[src/rtl/aes_key_expand.sv]
// Iterative AES-128 key schedule: presents round keys 0..10 over a valid/ready
// handshake, computing each next key from the current one with four S-boxes.

module sbox (
  input  logic [7:0] a,
  output logic [7:0] s
);
  // GF(2^8) multiply modulo x^8+x^4+x^3+x+1.
  function automatic logic [7:0] gf_mul(input logic [7:0] x, input logic [7:0] y);
    logic [7:0] p;
    logic [7:0] acc;
    p   = 8'h00;
    acc = x;
    for (int i = 0; i < 8; i++) begin
      if (y[i]) p = p ^ acc;
      acc = {acc[6:0], 1'b0} ^ (acc[7] ? 8'h1b : 8'h00);
    end
    return p;
  endfunction

  // Multiplicative inverse as x^254; maps 0 to 0 as the S-box requires.
  function automatic logic [7:0] gf_inv(input logic [7:0] x);
    logic [7:0] sq;
    logic [7:0] r;
    sq = x;
    r  = 8'h01;
    for (int i = 1; i < 8; i++) begin
      sq = gf_mul(sq, sq);
      r  = gf_mul(r, sq);
    end
    return r;
  endfunction

  function automatic logic [7:0] rotl(input logic [7:0] x, input int n);
    return (x << n) | (x >> (8 - n));
  endfunction

  logic [7:0] inv;

  always_comb begin
    inv = gf_inv(a);
    s   = inv ^ rotl(inv, 1) ^ rotl(inv, 2) ^ rotl(inv, 3) ^ rotl(inv, 4) ^ 8'h63;
  end
endmodule

module aes_key_expand (
  input  logic         clk,
  input  logic         rst,
  input  logic         start,
  input  logic [127:0] key_in,
  input  logic         rk_ready,
  output logic         rk_valid,
  output logic [3:0]   rk_round,
  output logic [127:0] rk,
  output logic         busy,
  output logic         done
);
  typedef enum logic {IDLE, RUN} state_t;

  state_t      state;
  logic [7:0]  rcon;
  logic [31:0] w0, w1, w2, w3;
  logic [31:0] rot, sub, t;
  logic [31:0] n0, n1, n2, n3;
  logic [7:0]  rcon_next;

  assign w0  = rk[127:96];
  assign w1  = rk[95:64];
  assign w2  = rk[63:32];
  assign w3  = rk[31:0];
  assign rot = {w3[23:0], w3[31:24]};

  genvar gi;
  generate
    for (gi = 0; gi < 4; gi++) begin : g_subword
      sbox u_sbox (
        .a(rot[gi*8 +: 8]),
        .s(sub[gi*8 +: 8])
      );
    end
  endgenerate

  assign t  = sub ^ {rcon, 24'h0};
  assign n0 = w0 ^ t;
  assign n1 = n0 ^ w1;
  assign n2 = n1 ^ w2;
  assign n3 = n2 ^ w3;

  assign rcon_next = {rcon[6:0], 1'b0} ^ (rcon[7] ? 8'h1b : 8'h00);

  always_ff @(posedge clk or posedge rst) begin
    if (rst) begin
      state    <= IDLE;
      rk       <= 128'h0;
      rk_round <= 4'd0;
      rk_valid <= 1'b0;
      busy     <= 1'b0;
      done     <= 1'b0;
      rcon     <= 8'h01;
    end else begin
      done <= 1'b0;
      case (state)
        IDLE: begin
          if (start) begin
            rk       <= key_in;
            rk_round <= 4'd0;
            rcon     <= 8'h01;
            rk_valid <= 1'b1;
            busy     <= 1'b1;
            state    <= RUN;
          end
        end
        RUN: begin
          if (rk_ready) begin
            if (rk_round == 4'd10) begin
              // Final key consumed; the last key stays on rk but is no longer valid.
              rk_valid <= 1'b0;
              busy     <= 1'b0;
              done     <= 1'b1;
              state    <= IDLE;
            end else begin
              rk       <= {n0, n1, n2, n3};
              rk_round <= rk_round + 4'd1;
              rcon     <= rcon_next;
            end
          end
        end
        default: state <= IDLE;
      endcase
    end
  end
endmodule

[config.mk]
export PLATFORM = sky130hd
export DESIGN_NAME = aes_key_expand
export DESIGN_NICKNAME = d
export VERILOG_FILES = /design/src/rtl/aes_key_expand.sv
export SDC_FILE = /design/constraint.sdc
export NUM_CORES = 2
export LEC_CHECK = 0
export ABC_CLOCK_PERIOD_IN_PS = 25400
export CELL_PAD_IN_SITES_DETAIL_PLACEMENT = 0
export CELL_PAD_IN_SITES_GLOBAL_PLACEMENT = 2
export CORE_MARGIN = 4
export CORE_UTILIZATION = 42
export DETAILED_ROUTE_END_ITERATION = 6
export GPL_TIMING_DRIVEN = 0
export HOLD_SLACK_MARGIN = 0.1
export PLACE_DENSITY = 0.95
export REMOVE_ABC_BUFFERS = 1
export SYNTH_ARGS = -nofsm -noshare
export SYNTH_HDL_FRONTEND = slang
export SYNTH_SLANG_ARGS = --single-unit
[constraint.sdc]
create_clock -name clk -period 25.4 [get_ports clk]
set_input_delay 7.62 -clock clk [delete_from_list [all_inputs] [get_ports clk]]
set_output_delay 7.62 -clock clk [all_outputs]
set_load 0.02 [all_outputs]
==> qor.yml <==
global_route:
  antenna_found_initial: 4
  grt_first_pass_wirelength_mm: 345.0
  grt_pass1_vias: 57440
  overflow: 0
  grt_max_degree: 104
  grt_use_total: 0.2619
sta:
  skew_ps: 19.54
  relSlewSlack: -0.02216
  setup-tns-final_ps: 0
  max_freq_mhz: 44.26
  hold_viol_final: 0
  setup_slack_ps: 2804
  tightestPinTransition_ps: 1528
  slew_viol_final: 21
  grt_setup_unrepaired: "no"
  fin_crit_sh: 0.8896
  setup_violations: 0
  period_needed_ps: 22600
setup_path:
  crit_buf_inv: 2
  cp-start-kind: "register"
  worstSetupPathType: "register to register"
  required_ps: 25810
  cp_top_family: "XOR/XNOR gates"
  critPathSlowestCell: "dfrtp_1"
  crit_fanout: 22
  cp.arrival_ps: 23010
  cp-end-kind: "register"
  critPathMaxStageDelay_ps: 1070
  cp_common_cell: "xnor2_1"
detailed_routing:
  drt_iter0_markers: 5632
  ant_nets: 0
  wire_per_inst_um: 21.44
  drc: 1
  routed_wirelength_mm: 223.0
  firstDrtPassIters: 7
  vias: 62090
  vias_per_cell: 5.968
layout:
  drive_above_1_share: 0.06555
  num_antenna_cells: 0
  design_area_um2: 71360
  final_nets: 8500
  area_delta_synth_final_pct: 9.294
  utilization: 0.4627
  fillers: 15260
run_status:
  violations: "design-rule violations, max-capacitance violations, max-slew violations"
  status: "finished with violations"
yosys:
  syn_avg_cell_area_um2: 7.637
  ys_seq_elements: 143
  ys_seq_area_frac: 0.05483
  yosys.area.top_type_share: 0.2059
  ys_types: 117
  synth_ff_type: "dfrtp_1"
  yosysTopAreaCell: "xnor2_1"
  synth_cells: 8549
  netlist_area_um2: 65290
  ys_warn_count: 0
  synth_edf_count: 0
  ys_top_cells_by_area: "xnor2_1, xnor3_1, nor2_1, xor2_1, dfrtp_1"
  synthArstFlopShare: 1.000
cts:
  cts_tree: "done"
  cts_root_buf: "clkbuf_16"
  cts_sinks: 143
  cts_hold_buf: 0
  postCtsSetupBuffers: 0
  clk_pin_slew_ps: 70
  numCtsBuffers: 17
  cts_resized: 0
  insertion_delay_ps: 500
  htree_levels: 4
  cts.path.max_buffers: 2
floorplanning:
  rows: 144
  start_util: 0.4233
  die-width_um: 402.3
  die_h_um: 402.3
  design.core.area_um2: 154200
  pin_count: 267
  die_area_um2: 161800
run:
  maxCapViolations: 1
placement:
  gp_congestion: 0.9179
  dp_hpwl_mm: 165.8
  placed_area_um2: 70510
  port-buffer-count: 266
  preCtsSetupSlack_ps: 3138
hold_path:
  min-delay-path-class: "register to register"
worst min-delay path, cell delays in order, from the launching register on:
cell	delay, ps
dfrtp_1	380
nand2_1	50
o21ai_0	60
path summary, 6_finish.rpt:
| check | slack, ps | cells after the start | end | startpoint |
|---|---|---|---|---|
| max in group asynchronous | 16950 | 3 | rk[70] | rst |
| max reg2reg | 2800 | 48 | rk[14] | rk[7] |
| max | 2800 | 48 | rk[14] | rk[7] |
| min in group asynchronous | 7520 | 2 | rk[54] | rst |
| min | 520 | 2 | rk[100] | rk[100] |
| min reg2reg | 520 | 2 | rk[100] | rk[100] |
metrics by stage:
step	hold WS (ps)	cells
2_1_floorplan	480.0	7956
3_3_place_gp	492.3	10270
3_5_place_dp	515.3	10360
4_1_cts	530.0	10400
5_1_grt	567.2	10400
6_report	524.9	10400
layer usage:
metal  track usage  up-vias  wire, um
met5             0        -        11
met4       0.07033        2      5852
met3       0.02355      261     14280
met2        0.4273     2279    102200
met1        0.3707    30160    100700
li1              -    29380         -
synth_stat cells, types with 33 or more instances:
library cell,n
buf_2,131
nor2b_1,51
a22oi_1,63
mux2i_1,219
o211ai_1,83
buf_4,33
o221ai_1,33
xor2_1,437
nand4_1,36
a21oi_1,493
a31oi_1,102
or3_1,59
xnor2_2,88
xnor2_1,1535
buf_1,45
nor2_1,1158
and2_1,53
o21ai_0,420
inv_1,106
nor3_1,228
nand3_1,230
xnor3_1,413
mux2_2,35
a211oi_1,102
and3_1,52
clkbuf_1,382
o22ai_1,156
nand2b_1,56
dfrtp_1,142
xor3_1,59
nand2_1,839
cell usage in the layout, fill, tap and decap left out, types with 27 or more instances in the layout:
master           instances
a211o_1                 29
a211oi_1               102
a21o_1                  28
a21oi_1                493
a22oi_1                 63
a31oi_1                102
and2_1                  53
and3_1                  52
buf_8                   53
clkdlybuf4s50_1        266
dfrtp_1                141
inv_1                  105
mux2_2                  35
mux2i_1                219
nand2_1                837
nand2b_1                56
nand3_1                229
nand4_1                 36
nor2_1                1155
nor2b_1                 50
nor3_1                 228
o211ai_1                83
o21a_1                  30
o21ai_0                419
o21ai_1                 30
o221ai_1                33
o22ai_1                156
o31ai_1                 27
or2_2                   27
or3_1                   59
xnor2_1               1437
xnor2_2                182
xnor3_1                410
xor2_1                 410
xor2_2                  44
xor3_1                  59
state kept, by name (all words and copies together) (netlist names):
register  cells
done          1
rk          128
state         1
busy          1
rk_round      4
rcon          8
layout make-up:
class | instances | area [um^2] | area share
Timing Repair Buffer | 372 | 4309 | 0.06039
Tap cell | 2044 | 2557 | 0.03584
Multi-Input combinational cell | 7690 | 59810 | 0.8382
Clock buffer | 20 | 446.7 | 0.006260
Clock inverter | 12 | 181.4 | 0.002542
Inverter | 123 | 470.5 | 0.006593
Sequential cell | 143 | 3583 | 0.05022
kinds of logic (layout without fill, tap and decap cells):
| logic type | after synthesis | in the layout | share of synthesized area |
|---|---|---|---|
| mux | 261 | 261 | 0.04141 |
| simple gates | 2909 | 2909 | 0.1959 |
| flops | 143 | 143 | 0.05483 |
| compound gates | 1904 | 1904 | 0.1871 |
| buf+inv | 716 | 527 | 0.04571 |
| fa+ha+maj | 24 | 24 | 0.004484 |
| xor+xnor | 2592 | 2592 | 0.4705 |
Power is left out: the tool's default activity adds up to more than one toggle a clock period on the data nets, which glitch-free logic cannot reach.
